--- config.mk ---
export PLATFORM = sky130hd
export DESIGN_NAME = encoder_fixed_point_serial
export DESIGN_NICKNAME = d
export VERILOG_FILES = /design/src/rtl/encoder_fixed_point_serial_pkg.sv /design/src/rtl/encoder_fixed_point_serial_mac.sv /design/src/rtl/encoder_fixed_point_serial.sv
export SDC_FILE = /design/constraint.sdc
export NUM_CORES = 2
export LEC_CHECK = 0
export CAP_MARGIN = 25
export CORE_ASPECT_RATIO = 0.7
export CORE_MARGIN = 3
export CORE_UTILIZATION = 35
export CTS_CLUSTER_SIZE = 20
export DETAILED_ROUTE_END_ITERATION = 8
export GPL_TIMING_DRIVEN = 0
export PLACE_DENSITY = 0.63
export SLEW_MARGIN = 20
export SYNTH_ARGS = -nofsm -noshare
export SYNTH_HDL_FRONTEND = slang
export SYNTH_SLANG_ARGS = --single-unit
--- constraint.sdc ---
create_clock -name clk -period 16.4 [get_ports clk]
set_clock_uncertainty 0.05 [all_clocks]
set_input_delay 2.46 -clock clk [delete_from_list [all_inputs] [get_ports clk]]
set_output_delay 2.46 -clock clk [all_outputs]
set_load 0.02 [all_outputs]
--- src/rtl/encoder_fixed_point_serial_pkg.sv ---
// Shared definitions for the serial fixed-point encoder: word format,
// FSM state encodings and common Q8.8 constants.
package encoder_fixed_point_serial_pkg;

  localparam int BITSIZE_DEF = 16;
  localparam int FRAC_DEF    = 8;

  typedef enum logic [1:0] {
    IDLE = 2'd0,
    MAC  = 2'd1,
    DONE = 2'd2
  } state_t;

  localparam logic [15:0] ONE  = 16'h0100;
  localparam logic [15:0] HALF = 16'h0080;

endpackage

--- src/rtl/encoder_fixed_point_serial_mac.sv ---
// Combinational multiply-accumulate: sum = acc + trunc((a*b) >>> FRAC),
// all arithmetic wraps at BITSIZE bits to match the decoder's chain.
module encoder_fixed_point_serial_mac
  import encoder_fixed_point_serial_pkg::*;
#(
  parameter int BITSIZE = BITSIZE_DEF,
  parameter int FRAC    = FRAC_DEF
) (
  input  logic signed [BITSIZE-1:0] acc,
  input  logic signed [BITSIZE-1:0] a,
  input  logic signed [BITSIZE-1:0] b,
  output logic signed [BITSIZE-1:0] sum
);

  localparam int PW = 2 * BITSIZE;

  logic signed [PW-1:0] prod;

  assign prod = PW'(a) * PW'(b);
  // Floor shift, then keep the low word exactly like fixed_point_multiply.
  assign sum  = acc + BITSIZE'(prod >>> FRAC);

endmodule

--- src/rtl/encoder_fixed_point_serial.sv ---
// Serial encoder layer z = W*x + b using one time-multiplexed MAC unit.
// state | meaning
// IDLE  | ready for a new vector
// MAC   | one product per edge, i over inputs, j over outputs
// DONE  | result valid, waiting for out_ready
module encoder_fixed_point_serial
  import encoder_fixed_point_serial_pkg::*;
#(
  parameter int N_input  = 9,
  parameter int M_output = 2,
  parameter int BITSIZE  = BITSIZE_DEF,
  parameter int FRAC     = FRAC_DEF
) (
  input  logic                            clk,
  input  logic                            reset,
  input  logic                            in_valid,
  output logic                            in_ready,
  input  logic [N_input*BITSIZE-1:0]          x,
  input  logic [N_input*M_output*BITSIZE-1:0] w,
  input  logic [M_output*BITSIZE-1:0]         b,
  output logic                            out_valid,
  input  logic                            out_ready,
  output logic [M_output*BITSIZE-1:0]     out
);

  localparam int IW = (N_input  > 1) ? $clog2(N_input)  : 1;
  localparam int JW = (M_output > 1) ? $clog2(M_output) : 1;
  localparam logic [IW-1:0] I_LAST = IW'(N_input - 1);
  localparam logic [JW-1:0] J_LAST = JW'(M_output - 1);

  state_t state_q, state_d;

  logic [N_input*BITSIZE-1:0]          x_reg;
  logic [N_input*M_output*BITSIZE-1:0] w_reg;
  logic [M_output*BITSIZE-1:0]         b_reg;
  logic [IW-1:0]      i_q;
  logic [JW-1:0]      j_q, j_inc;
  logic [BITSIZE-1:0] acc_q, acc_next;

  logic [BITSIZE-1:0] x_arr   [N_input];
  logic [BITSIZE-1:0] w_arr   [M_output][N_input];
  logic [BITSIZE-1:0] b_arr   [M_output];
  logic [BITSIZE-1:0] out_arr [M_output];

  for (genvar gi = 0; gi < N_input; gi++) begin : g_x
    assign x_arr[gi] = x_reg[gi*BITSIZE +: BITSIZE];
    for (genvar gj = 0; gj < M_output; gj++) begin : g_w
      assign w_arr[gj][gi] = w_reg[(gj*N_input+gi)*BITSIZE +: BITSIZE];
    end
  end

  for (genvar gj = 0; gj < M_output; gj++) begin : g_out
    assign b_arr[gj] = b_reg[gj*BITSIZE +: BITSIZE];
    assign out[gj*BITSIZE +: BITSIZE] = out_arr[gj];
  end

  assign j_inc = j_q + 1'b1;

  encoder_fixed_point_serial_mac #(
    .BITSIZE(BITSIZE),
    .FRAC   (FRAC)
  ) u_mac (
    .acc(acc_q),
    .a  (x_arr[i_q]),
    .b  (w_arr[j_q][i_q]),
    .sum(acc_next)
  );

  assign in_ready  = (state_q == IDLE);
  assign out_valid = (state_q == DONE);

  always_ff @(posedge clk or posedge reset) begin
    if (reset) state_q <= IDLE;
    else       state_q <= state_d;
  end

  always_comb begin
    state_d = state_q;
    case (state_q)
      IDLE: if (in_valid) state_d = MAC;
      MAC:  if (i_q == I_LAST && j_q == J_LAST) state_d = DONE;
      DONE: if (out_ready) state_d = IDLE;
      default: state_d = IDLE;
    endcase
  end

  always_ff @(posedge clk or posedge reset) begin
    if (reset) begin
      x_reg <= '0;
      w_reg <= '0;
      b_reg <= '0;
      i_q   <= '0;
      j_q   <= '0;
      acc_q <= '0;
      for (int k = 0; k < M_output; k++) out_arr[k] <= '0;
    end else begin
      case (state_q)
        IDLE: begin
          if (in_valid) begin
            x_reg <= x;
            w_reg <= w;
            b_reg <= b;
            acc_q <= b[BITSIZE-1:0];
            i_q   <= '0;
            j_q   <= '0;
          end
        end
        MAC: begin
          if (i_q != I_LAST) begin
            acc_q <= acc_next;
            i_q   <= i_q + 1'b1;
          end else begin
            out_arr[j_q] <= acc_next;
            i_q          <= '0;
            if (j_q != J_LAST) begin
              j_q   <= j_inc;
              acc_q <= b_arr[j_inc];
            end
          end
        end
        default: ;
      endcase
    end
  end

endmodule

==> summary.md <==
| Metric | Value |
|---|---|
| Max_cap viols | `0` |
| Main combinational cell family by area after synthesis | `simple AND/OR/NAND/NOR gates` |
| Slowest stage delay, CP | `0.86 ns` |
| Final net count | `4800` |
| Critical Path Start Type | `flop` |
| Worst Path Arrival | `approximately 13 ns` |
| Post-synth top flop | `dfrtp_1` |
| Hold Path Sink | `x_reg[115]` |
| Slowest-stage cell, CP | `a21oi_1` |
| CTS buffer count | `56` |
| Most used cell, CP | `fa_1` |
| Reg-to-Reg Start | `i_q[0]` |
| Setup_tns | `0 ns` |
| DR pass1 iterations | `5` |
| Slew @ Worst Pin | `1.143 ns` |
| Final min period | `roughly 13 ns` |
| Chip width | `364.0 µm` |
| RSZ-0062 raised after global routing | `false` |
| Post-DP HPWL | `96900 µm` |
| Post-route ant nets | `0` |
| Dpl cells | `5158` |
| CTS H-tree depth | `2` |
| Final hold violation count | `0` |
| Aggregate global-route resource usage | `between 20% and 30%` |
| Fraction of the mapped netlist area in simple logic gates | `~23%` |
| FF+latch count, synth | `approximately 520` |
| Mapped Cells | `3474` |
| DRT iter0 DRCs | `2492` |
| Most frequent cells in the layout | `nand2_1, dfrtp_1, clkdlybuf4s50_1` |
| Mux cell area share after synthesis | `9.099%` |
| Initial core utilization | `35.50%` |
| R2r setup slk | `roughly 3.8 ns` |
| Outcome | `finished, final reports clean` |
| Max reg flops | `~290` |
| Synth unique cells | `70` |
| WHS Path Cells | `2` |
| Vias | `around 27000` |
| Post-Synth XOR/XNOR Area | `1.386%` |
| Wire per inst | `~23 µm` |
| Mean Syn Cell Area | `9.041 µm²` |
| Setup Buffers After CTS | `0` |
| Die height | `~260 µm` |
| DR vias/cell | `5.142` |
| Fill cells | `8409` |
| Hold path start | `x_reg[115]` |
| Compound-Gate Fraction of Synth Area | `roughly 4.5%` |
| Synthesis-to-finish area growth | `28.44%` |
| Post-Layout Cell Count | `5269` |
| Total die area | `approximately 93000 µm²` |
| CP max FO | `10` |
| Hold_buf cts | `0` |
| Routability cong. | `0.9715` |
| TritonCTS clock tree | `done` |
| Clk buf depth | `3` |
| Max frequency | `0.07921 GHz` |
| Multi-input gate area | `approximately 17000 µm²` |
| Worst skew pair latency | `0.67 ns` |
| Layout cells sized above 1 | `6.971%` |
| Pin count of the biggest net entering global routing | `35` |
| Worst-path clk slew | `roughly 0.070 ns` |
| DP Worst Slack | `4.045 ns` |
| Worst r2r dst | `acc_q[15]` |
| Post-synthesis adder-cell area fraction | `between 10% and 20%` |
| WS Path Type | `reg -> reg` |
| Cell Area, Synth | `31410 µm²` |
| First-pass GRT wire length | `around 180000 µm` |
| Asr flop ratio synth | `100.0%` |
| Row count | `91` |
| Slew HR | `a little under a quarter` |
| Ys Warns | `0` |
| Clk root buf | `clkbuf_16` |
| Total gr overflow | `0` |
| Post-CTS Resized | `0` |
| Worst R2R Path Depth | `36` |
| Syn Nets | `4217` |
| Vias in the first global route | `27640` |
| Fin. max-slew vios | `0` |
| Sink Count | `519` |
| Drt drc | `0` |
| Leading cell type in the layout, fill and taps excluded | `nand2_1` |
| Final period util | `76.98%` |
| WL final | `121800 µm` |
| HP Class | `reg -> reg` |
| # port buffers | `501` |
| Initial antenna violation count | `15` |
| Core Footprint | `roughly 90000 µm²` |
| Register area share after synthesis | `41.35%` |
| Io pins | `502` |
| Data required time of the critical path | `16.82 ns` |
| Sequential cell area | `12990 µm²` |
| Setup-failing EPs final | `0` |
| Critical path endpoint category | `flop` |
| Number of synthesized flops with an enable pin | `0` |
| Final worst setup slack | `between 3 and 4 ns` |
## through the flow
stage / instance area (µm²) / utilization [%] / hold WS (ns)
finish: 40340 / 45.60 / 0.4207
global route: 40330 / 45.59 / 0.4381
CTS: 40310 / 45.56 / 0.4208
detailed placement: 38290 / 43.28 / 0.4050
global placement: 37880 / 42.82 / 0.4029
floorplan: 31410 / - / 0.3873
## routing by layer
| layer | global-route usage, % | vias up | wire, µm |
|---|---|---|---|
| met2 | 39.54 | 1246 | 53920 |
| met3 | 7.647 | 184 | 13140 |
| li1 | - | 12090 | - |
| met4 | 7.299 | 16 | 3741 |
| met1 | 36.36 | 13559 | 50920 |
| met5 | 0 | - | 115 |
## cell families after synthesis
logic type,after synthesis
and+or+nand+nor,1808
DFF,519
xor gates and xnor gates,45
adders and majority gates,275
buffers and inverters,443
muxes,176
AOI/OAI and AO/OA,208
## how the worst max path moves through the flow
stage,to,slack (ns),depth (start not counted),start
after floorplan,acc_q[0],6.84,1,reset
after global placement,out[0],3.16,2,reset
after detailed placement,acc_q[15],4.05,36,i_q[0]
after CTS,acc_q[15],4.00,36,i_q[0]
after global routing,out[15],3.20,36,i_q[0]
final,acc_q[15],3.78,36,i_q[0]
## cell usage after synthesis (3+ instances only)
cell type	count	area, µm²
a211oi_1	8	60.06
a21o_1	14	105.1
a21oi_1	49	245.2
a21oi_2	3	26.28
a221oi_1	3	26.28
a22oi_1	24	180.2
a31oi_1	6	37.54
and2_1	14	87.58
and3_1	4	25.02
buf_1	19	71.32
buf_2	15	75.07
buf_4	9	67.56
buf_6	6	67.56
clkbuf_1	132	495.5
dfrtp_1	519	12990
fa_1	187	3744
ha_1	88	1101
inv_1	259	972.2
mux2_2	27	304.0
mux2i_1	65	650.6
mux4_1	3	78.83
mux4_2	81	1824
nand2_1	1566	5878
nand2b_1	18	112.6
nand3_1	14	70.07
nor2_1	121	454.2
nor2b_1	35	219.0
nor3_1	13	65.06
o211ai_1	8	60.06
o21a_1	6	45.04
o21ai_0	28	140.1
o21bai_1	8	60.06
o22a_1	10	87.58
o22ai_1	15	93.84
o2bb2ai_1	3	26.28
o31ai_1	6	45.04
or2_2	7	43.79
xnor2_1	35	306.5
xnor3_1	3	67.56
xor2_1	7	61.31
## critical path, delay by kind of cell (launching register included)
family / cells / cell delay, ns
buffers and inverters: 10 / 2.70
flip-flops: 1 / 0.43
adder cells (fa/ha/maj): 8 / 3.61
AO/OA/AOI/OAI: 10 / 3.17
AND/OR/NAND/NOR: 5 / 1.13
multiplexers: 2 / 1.18
XOR/XNOR: 1 / 0.15
## area by class of cell
class | instances | area share [%]
timing repair buffer | 525 | 13.47
tap | 1162 | 3.604
buffer | 182 | 1.979
multi-input combinational | 2512 | 41.27
clock inverter | 33 | 1.129
inverter | 261 | 2.438
sequential | 519 | 32.20
clock buffer | 71 | 3.886
antenna | 4 | 0.02481
Power is not shown: default switching activity piles up to over one toggle a cycle in this logic, so the estimate is an artifact.
